### config.mk
export PLATFORM = sky130hd
export DESIGN_NAME = replay_link_rx
export DESIGN_NICKNAME = d
export VERILOG_FILES = /design/src/rtl/Mesh.sv /design/src/rtl/link_rx_fifo.sv /design/src/rtl/replay_link_rx.sv
export SDC_FILE = /design/constraint.sdc
export NUM_CORES = 1
export LEC_CHECK = 0
export ABC_AREA = 1
export BUFFER_PORTS_ARGS = -buffer_cell sky130_fd_sc_hd__buf_2
export CORE_UTILIZATION = 62
export CTS_BUF_LIST = sky130_fd_sc_hd__clkbuf_16
export DETAILED_ROUTE_END_ITERATION = 7
export PLACE_DENSITY = 0.83
export SLEW_MARGIN = 25
export SYNTH_ARGS = -nofsm -noshare
export SYNTH_HDL_FRONTEND = slang
export SYNTH_SLANG_ARGS = --single-unit
### constraint.sdc
create_clock -name clk -period 10.3 [get_ports clk]
set_input_delay 2.06 -clock clk [delete_from_list [all_inputs] [get_ports clk]]
set_output_delay 2.06 -clock clk [all_outputs]
set_load 0.005 [all_outputs]
### src/rtl/Mesh.sv
// rtl/Mesh.sv - shared mesh link types and constants
package Mesh;

    localparam int SEQ_W         = 4;
    localparam int ACK_COUNT_MAX = 15;
    localparam int PKT_W         = 64;

    typedef struct packed {
        logic             valid;
        logic [PKT_W-1:0] packet;
        logic [SEQ_W-1:0] seq;
        logic             err;
    } LinkRx;

    typedef enum logic {
        RX_RUN  = 1'b0,
        RX_DROP = 1'b1
    } rx_state_e;

    function automatic logic [SEQ_W-1:0] seq_inc(input logic [SEQ_W-1:0] s);
        return s + SEQ_W'(1);
    endfunction

endpackage

### src/rtl/link_rx_fifo.sv
// rtl/link_rx_fifo.sv - synchronous FIFO accepting a push on a full cycle that also pops
module link_rx_fifo #(
    parameter int DEPTH = 4,
    parameter int WIDTH = 64
) (
    input  logic             clk,
    input  logic             rst_n,
    input  logic             push,
    input  logic [WIDTH-1:0] push_data,
    input  logic             pop,
    output logic             full,
    output logic             empty,
    output logic [WIDTH-1:0] head
);

    localparam int AW = $clog2(DEPTH);

    logic [AW-1:0]    wr_ptr_q, wr_ptr_d;
    logic [AW-1:0]    rd_ptr_q, rd_ptr_d;
    logic [AW:0]      count_q, count_d;
    logic [WIDTH-1:0] mem_q [DEPTH];
    logic [WIDTH-1:0] mem_d [DEPTH];
    logic             do_push;
    logic             do_pop;

    assign empty   = (count_q == '0);
    assign full    = (count_q == (AW+1)'(DEPTH));
    assign do_pop  = pop & ~empty;
    // A full FIFO still takes a push when the head leaves in the same cycle.
    assign do_push = push & (~full | do_pop);
    assign head    = mem_q[rd_ptr_q];

    // Next pointers, occupancy and storage contents.
    always_comb begin
        mem_d    = mem_q;
        wr_ptr_d = wr_ptr_q;
        rd_ptr_d = rd_ptr_q;
        if (do_push) begin
            mem_d[wr_ptr_q] = push_data;
            wr_ptr_d        = wr_ptr_q + AW'(1);
        end
        if (do_pop) begin
            rd_ptr_d = rd_ptr_q + AW'(1);
        end
        count_d = count_q + (AW+1)'(do_push) - (AW+1)'(do_pop);
    end

    // Pointer and occupancy registers; reset empties the FIFO.
    always_ff @(posedge clk or negedge rst_n) begin
        if (!rst_n) begin
            wr_ptr_q <= '0;
            rd_ptr_q <= '0;
            count_q  <= '0;
        end else begin
            wr_ptr_q <= wr_ptr_d;
            rd_ptr_q <= rd_ptr_d;
            count_q  <= count_d;
        end
    end

    // Payload storage needs no reset; occupancy decides what is valid.
    always_ff @(posedge clk) begin
        mem_q <= mem_d;
    end

endmodule

### src/rtl/replay_link_rx.sv
// rtl/replay_link_rx.sv - link retry receiver: sequence check, forwarding FIFO, ack/nack coalescing
module replay_link_rx
    import Mesh::*;
#(
    parameter int FIFO_DEPTH  = 4,
    parameter int ACK_MAX     = 8,
    parameter int ACK_TIMEOUT = 16,
    parameter int NACK_RETRY  = 64
) (
    input  logic              clk,
    input  logic              rst_n,
    input  logic              rx_valid,
    input  logic [PKT_W-1:0]  rx_packet,
    input  logic [SEQ_W-1:0]  rx_seq,
    input  logic              rx_err,
    output logic              out_valid,
    output logic [PKT_W-1:0]  out_packet,
    input  logic              out_ready,
    output logic              ack,
    output logic [SEQ_W-1:0]  ack_count,
    output logic              nack
);

    localparam int AT_W = $clog2(ACK_TIMEOUT + 1);
    localparam int RT_W = $clog2(NACK_RETRY + 1);

    LinkRx            rx_s;
    rx_state_e        state_q, state_d;
    logic [SEQ_W-1:0] exp_seq_q, exp_seq_d;
    logic [SEQ_W-1:0] pending_q, pending_d;
    logic [AT_W-1:0]  ack_timer_q, ack_timer_d;
    logic [RT_W-1:0]  retry_timer_q, retry_timer_d;
    logic             ack_q, ack_d;
    logic [SEQ_W-1:0] ack_count_q, ack_count_d;
    logic             nack_q, nack_d;

    logic             fifo_full;
    logic             fifo_empty;
    logic             pop;
    logic             fifo_space;
    logic             good;
    logic             bad;
    logic             retry_due;
    logic             nack_fire;
    logic [SEQ_W-1:0] pend_inc;
    logic             fire_max;
    logic             fire_other;

    assign rx_s = '{valid: rx_valid, packet: rx_packet, seq: rx_seq, err: rx_err};

    assign out_valid  = ~fifo_empty;
    assign pop        = ~fifo_empty & out_ready;
    assign fifo_space = ~fifo_full | pop;
    assign good       = rx_s.valid & ~rx_s.err & (rx_s.seq == exp_seq_q) & fifo_space;
    assign bad        = rx_s.valid & ~good;
    assign retry_due  = (state_q == RX_DROP) & (retry_timer_q >= RT_W'(NACK_RETRY - 1));
    // A good packet while waiting out the retry interval makes the reissue moot.
    assign nack_fire  = ((state_q == RX_RUN) & bad) | (retry_due & ~good);

    // Hitting ACK_MAX counts this cycle's packet so the ack lands right after it;
    // timeout/nack acks retire what was already pending.
    assign pend_inc   = pending_q + SEQ_W'(good);
    assign fire_max   = (pend_inc == SEQ_W'(ACK_MAX));
    assign fire_other = (pending_q != '0) &
                        ((ack_timer_q >= AT_W'(ACK_TIMEOUT - 1)) | nack_fire);

    link_rx_fifo #(
        .DEPTH (FIFO_DEPTH),
        .WIDTH (PKT_W)
    ) u_fifo (
        .clk       (clk),
        .rst_n     (rst_n),
        .push      (good),
        .push_data (rx_s.packet),
        .pop       (pop),
        .full      (fifo_full),
        .empty     (fifo_empty),
        .head      (out_packet)
    );

    // Next state of the RUN/DROP machine, sequence tracking and ack coalescing.
    always_comb begin
        state_d       = state_q;
        exp_seq_d     = exp_seq_q;
        retry_timer_d = '0;
        nack_d        = nack_fire;
        ack_d         = 1'b0;
        ack_count_d   = '0;
        pending_d     = pend_inc;
        ack_timer_d   = '0;

        if (good) begin
            state_d   = RX_RUN;
            exp_seq_d = seq_inc(exp_seq_q);
        end else if ((state_q == RX_RUN) && bad) begin
            state_d = RX_DROP;
        end

        if ((state_q == RX_DROP) && !good && !retry_due) begin
            retry_timer_d = retry_timer_q + RT_W'(1);
        end

        if (fire_max) begin
            ack_d       = 1'b1;
            ack_count_d = pend_inc;
            pending_d   = '0;
        end else if (fire_other) begin
            ack_d       = 1'b1;
            ack_count_d = pending_q;
            pending_d   = SEQ_W'(good);
            ack_timer_d = AT_W'(good);
        end else if (pend_inc != '0) begin
            ack_timer_d = ack_timer_q + AT_W'(1);
        end
    end

    // Single register bank for the FSM, counters and registered ack/nack outputs.
    always_ff @(posedge clk or negedge rst_n) begin
        if (!rst_n) begin
            state_q       <= RX_RUN;
            exp_seq_q     <= '0;
            pending_q     <= '0;
            ack_timer_q   <= '0;
            retry_timer_q <= '0;
            ack_q         <= 1'b0;
            ack_count_q   <= '0;
            nack_q        <= 1'b0;
        end else begin
            state_q       <= state_d;
            exp_seq_q     <= exp_seq_d;
            pending_q     <= pending_d;
            ack_timer_q   <= ack_timer_d;
            retry_timer_q <= retry_timer_d;
            ack_q         <= ack_d;
            ack_count_q   <= ack_count_d;
            nack_q        <= nack_d;
        end
    end

    assign ack       = ack_q;
    assign ack_count = ack_count_q;
    assign nack      = nack_q;

endmodule
==> flow_summary.json <==
{
  "timing.rr.start": "exp_seq_q[1]",
  "ant_nets": 0,
  "slew_violations": 0,
  "start_kind": "register",
  "skew_ps": 7.980,
  "wl_met3_um": 1485,
  "grt_pass1_vias": 6654,
  "avgSynthCellArea_um2": 13.67,
  "rows": 48,
  "fill_cells": 1037,
  "final_cells": 1201,
  "yosys_warnings": 0,
  "remaining_drc_errors": 0,
  "die_y_um": 135.9,
  "via_count": 6819,
  "yosysMostFrequentCell": "edfxtp_1",
  "maxSlewHeadroom": 0.3374,
  "dieArea_um2": 18470,
  "synth.area.mux_share": 0,
  "synth-xor-area-share": 0.007879,
  "routedLengthMet1_um": 8439,
  "netlist_area_um2": 11120,
  "dp_hpwl_um": 11690,
  "synth_area_leaders": "edfxtp_1 69%, dfrtp_1 7.7%, o21ai_0 5.9%",
  "grtUsageTotal": 0.2320,
  "yosys.area.top_type_share": 0.6916,
  "synth_fa_ha_area_frac": 0.01531,
  "syn_inst": 813,
  "min_path_cells": 1,
  "grt_max_degree": 87,
  "finalCritPeriodShare": 0.5115,
  "cts_tree": "yes",
  "power.density_nw_per_um2": 258.2,
  "top_layer": "met4",
  "cp_data_arrival_time_ps": 3210,
  "wirelength_um": 21400,
  "maxCapViolCount": 0,
  "status": "finished, final reports clean",
  "syn_to_final_growth_pct": 16.95,
  "antenna_found_initial": 4,
  "syn_nets": 899,
  "min-delay-start": "retry_timer_q[0]",
  "fmax_mhz": 189.8,
  "cp-end-kind": "output pin",
  "rrSetupSlack_ps": 7360,
  "drive_gt1_frac": 0.2243,
  "dr_wl_met2_um": 11070,
  "finalHoldViolCount": 0,
  "cts_resized": 0,
  "grt_pass1_wl_um": 32360,
  "worstSetupPathType": "reg -> out",
  "clkTransAtPathRegs_ps": 60,
  "crit_required_ps": 8240,
  "crit_fanout": 86,
  "final.setup.tns_ps": 0,
  "final_util": 0.7464,
  "r2r_cells": 6,
  "setup_viol": 0,
  "drt_iter0_drc": 602,
  "r2r_end": "u_fifo.mem_q[154]",
  "initial_core_util": 0.6382,
  "period_needed_ps": 5268,
  "drt-wirelength-per-cell_um": 17.82,
  "ys.flop_type": "edfxtp_1",
  "overflow": 0,
  "htreeDepth": 1,
  "numClockSinks": 290,
  "synth_top_family_by_area": "compound AO/OA/AOI/OAI gates",
  "min_to": "retry_timer_q[0]",
  "hp-class": "reg -> reg",
  "viasPerCell": 5.678,
  "fp.dieW_um": 135.9,
  "synth_compound_area_frac": 0.09770,
  "synthDistinctLibCells": 32,
  "synth_edf_count": 256,
  "clockBufferDepth": 3,
  "clock_latency_ps": 530,
  "place_inst": 1146,
  "cts_made_buffers": 28,
  "io_buffer_count": 143,
  "cts_hold_buf": 0,
  "first_pass_iters": 5,
  "yosys-top-cells-count": "256 x edfxtp_1, 159 x nor2_1, 131 x o21ai_0",
  "leakagePower_uw": 0.004808,
  "cts_setup_buffers": 0,
  "core_area_um2": 17420,
  "root_buffer": "clkbuf_16",
  "yosysSeqAreaShare": 0.7681,
  "rsz0062_at_grt": "no",
  "tightest_slew_ps": 991.6,
  "io_pins": 144,
  "yosys.area.top_type": "edfxtp_1",
  "synthArstFlopShare": 0.1172,
  "ir_drop_uv": 183.1,
  "ys_ff_latch": 290,
  "nets": 1037,
  "yosys.area_share.simple": 0.08026,
  "globalplace.congestion": 0.7982
}
[cells in the final DEF (no fill, tap or decap), drive strengths merged, types with 6 or more instances in the layout]
cell type / count
dfrtp: 34
o21ai: 132
clkinv: 14
nand3: 8
buf: 150
ha: 12
clkbuf: 28
o22ai: 64
edfxtp: 256
nor2: 161
inv: 44
bufinv: 6
xor2: 9
nand2: 36
[critical path, cell delays in order, from the launching register on]
cell	delay, ps
dfrtp_4	830
clkinv_2	630
buf_4	570
o21ai_0	370
o22ai_1	110
buf_2	160
[stage by stage]
step / cell area (µm²) / hold slack [ps] / power (µW) / setup WS (ps)
final: 13000 / 487.9 / 3357 / 5032
after global routing: 12990 / 539.9 / 3530 / 4768
after CTS: 12990 / 494.1 / 3371 / 5066
after detailed placement: 12020 / 485.8 / 2318 / 5601
after global placement: 12020 / 474.0 / 2290 / 5663
after floorplan: 11120 / 454.9 / 1966 / 4515
[routing by layer]
metal,vias up,GRT usage
met5,-,0
met4,0,0.08333
met3,41,0.04064
met2,252,0.4124
met1,3297,0.2854
li1,3229,-
[state kept, by name, indices dropped and copies added (netlist names)]
name,cells
state_q,1
u_fifo.mem_q,256
u_fifo.rd_ptr_q,2
nack,1
u_fifo.count_q,3
exp_seq_q,4
ack_count,4
ack,1
ack_timer_q,5
retry_timer_q,7
u_fifo.wr_ptr_q,2
pending_q,4
[cells by family after synthesis]
family,after synthesis
adders and majority gates,13
DFF,290
AOI/OAI and AO/OA,200
other,1
and+or+nand+nor,215
xor gates and xnor gates,10
buffers and inverters,84
[area by class of cell]
class                           count  area [µm²]  share of cell area
Antenna cell                        4       10.01           0.0007700
Clock buffer                       28       700.7             0.05390
Clock inverter                     23       266.5             0.02050
Inverter                           42       160.2             0.01232
Multi-Input combinational cell    439        2270              0.1746
Sequential cell                   290        8543              0.6572
Tap cell                          225       281.5             0.02166
Timing Repair Buffer              150       768.2             0.05910
[how the worst max path moves through the flow]
stage | cells past startpoint | end | from
after global routing | 5 | out_packet[55] | u_fifo.rd_ptr_q[0]
after CTS | 5 | out_packet[55] | u_fifo.rd_ptr_q[0]
after floorplan | 7 | u_fifo.mem_q[0] | rx_valid
after detailed placement | 8 | u_fifo.mem_q[168] | rx_valid
final | 5 | out_packet[55] | u_fifo.rd_ptr_q[0]
after global placement | 8 | u_fifo.mem_q[40] | rx_valid
[power by group]
group,switching (µW),internal (µW),total [µW]
sequential,62.5,1340,1400
combinational,568,333,901
clock,412,643,1060
total,1040,2320,3360
Power figures use the tool's default switching activity.
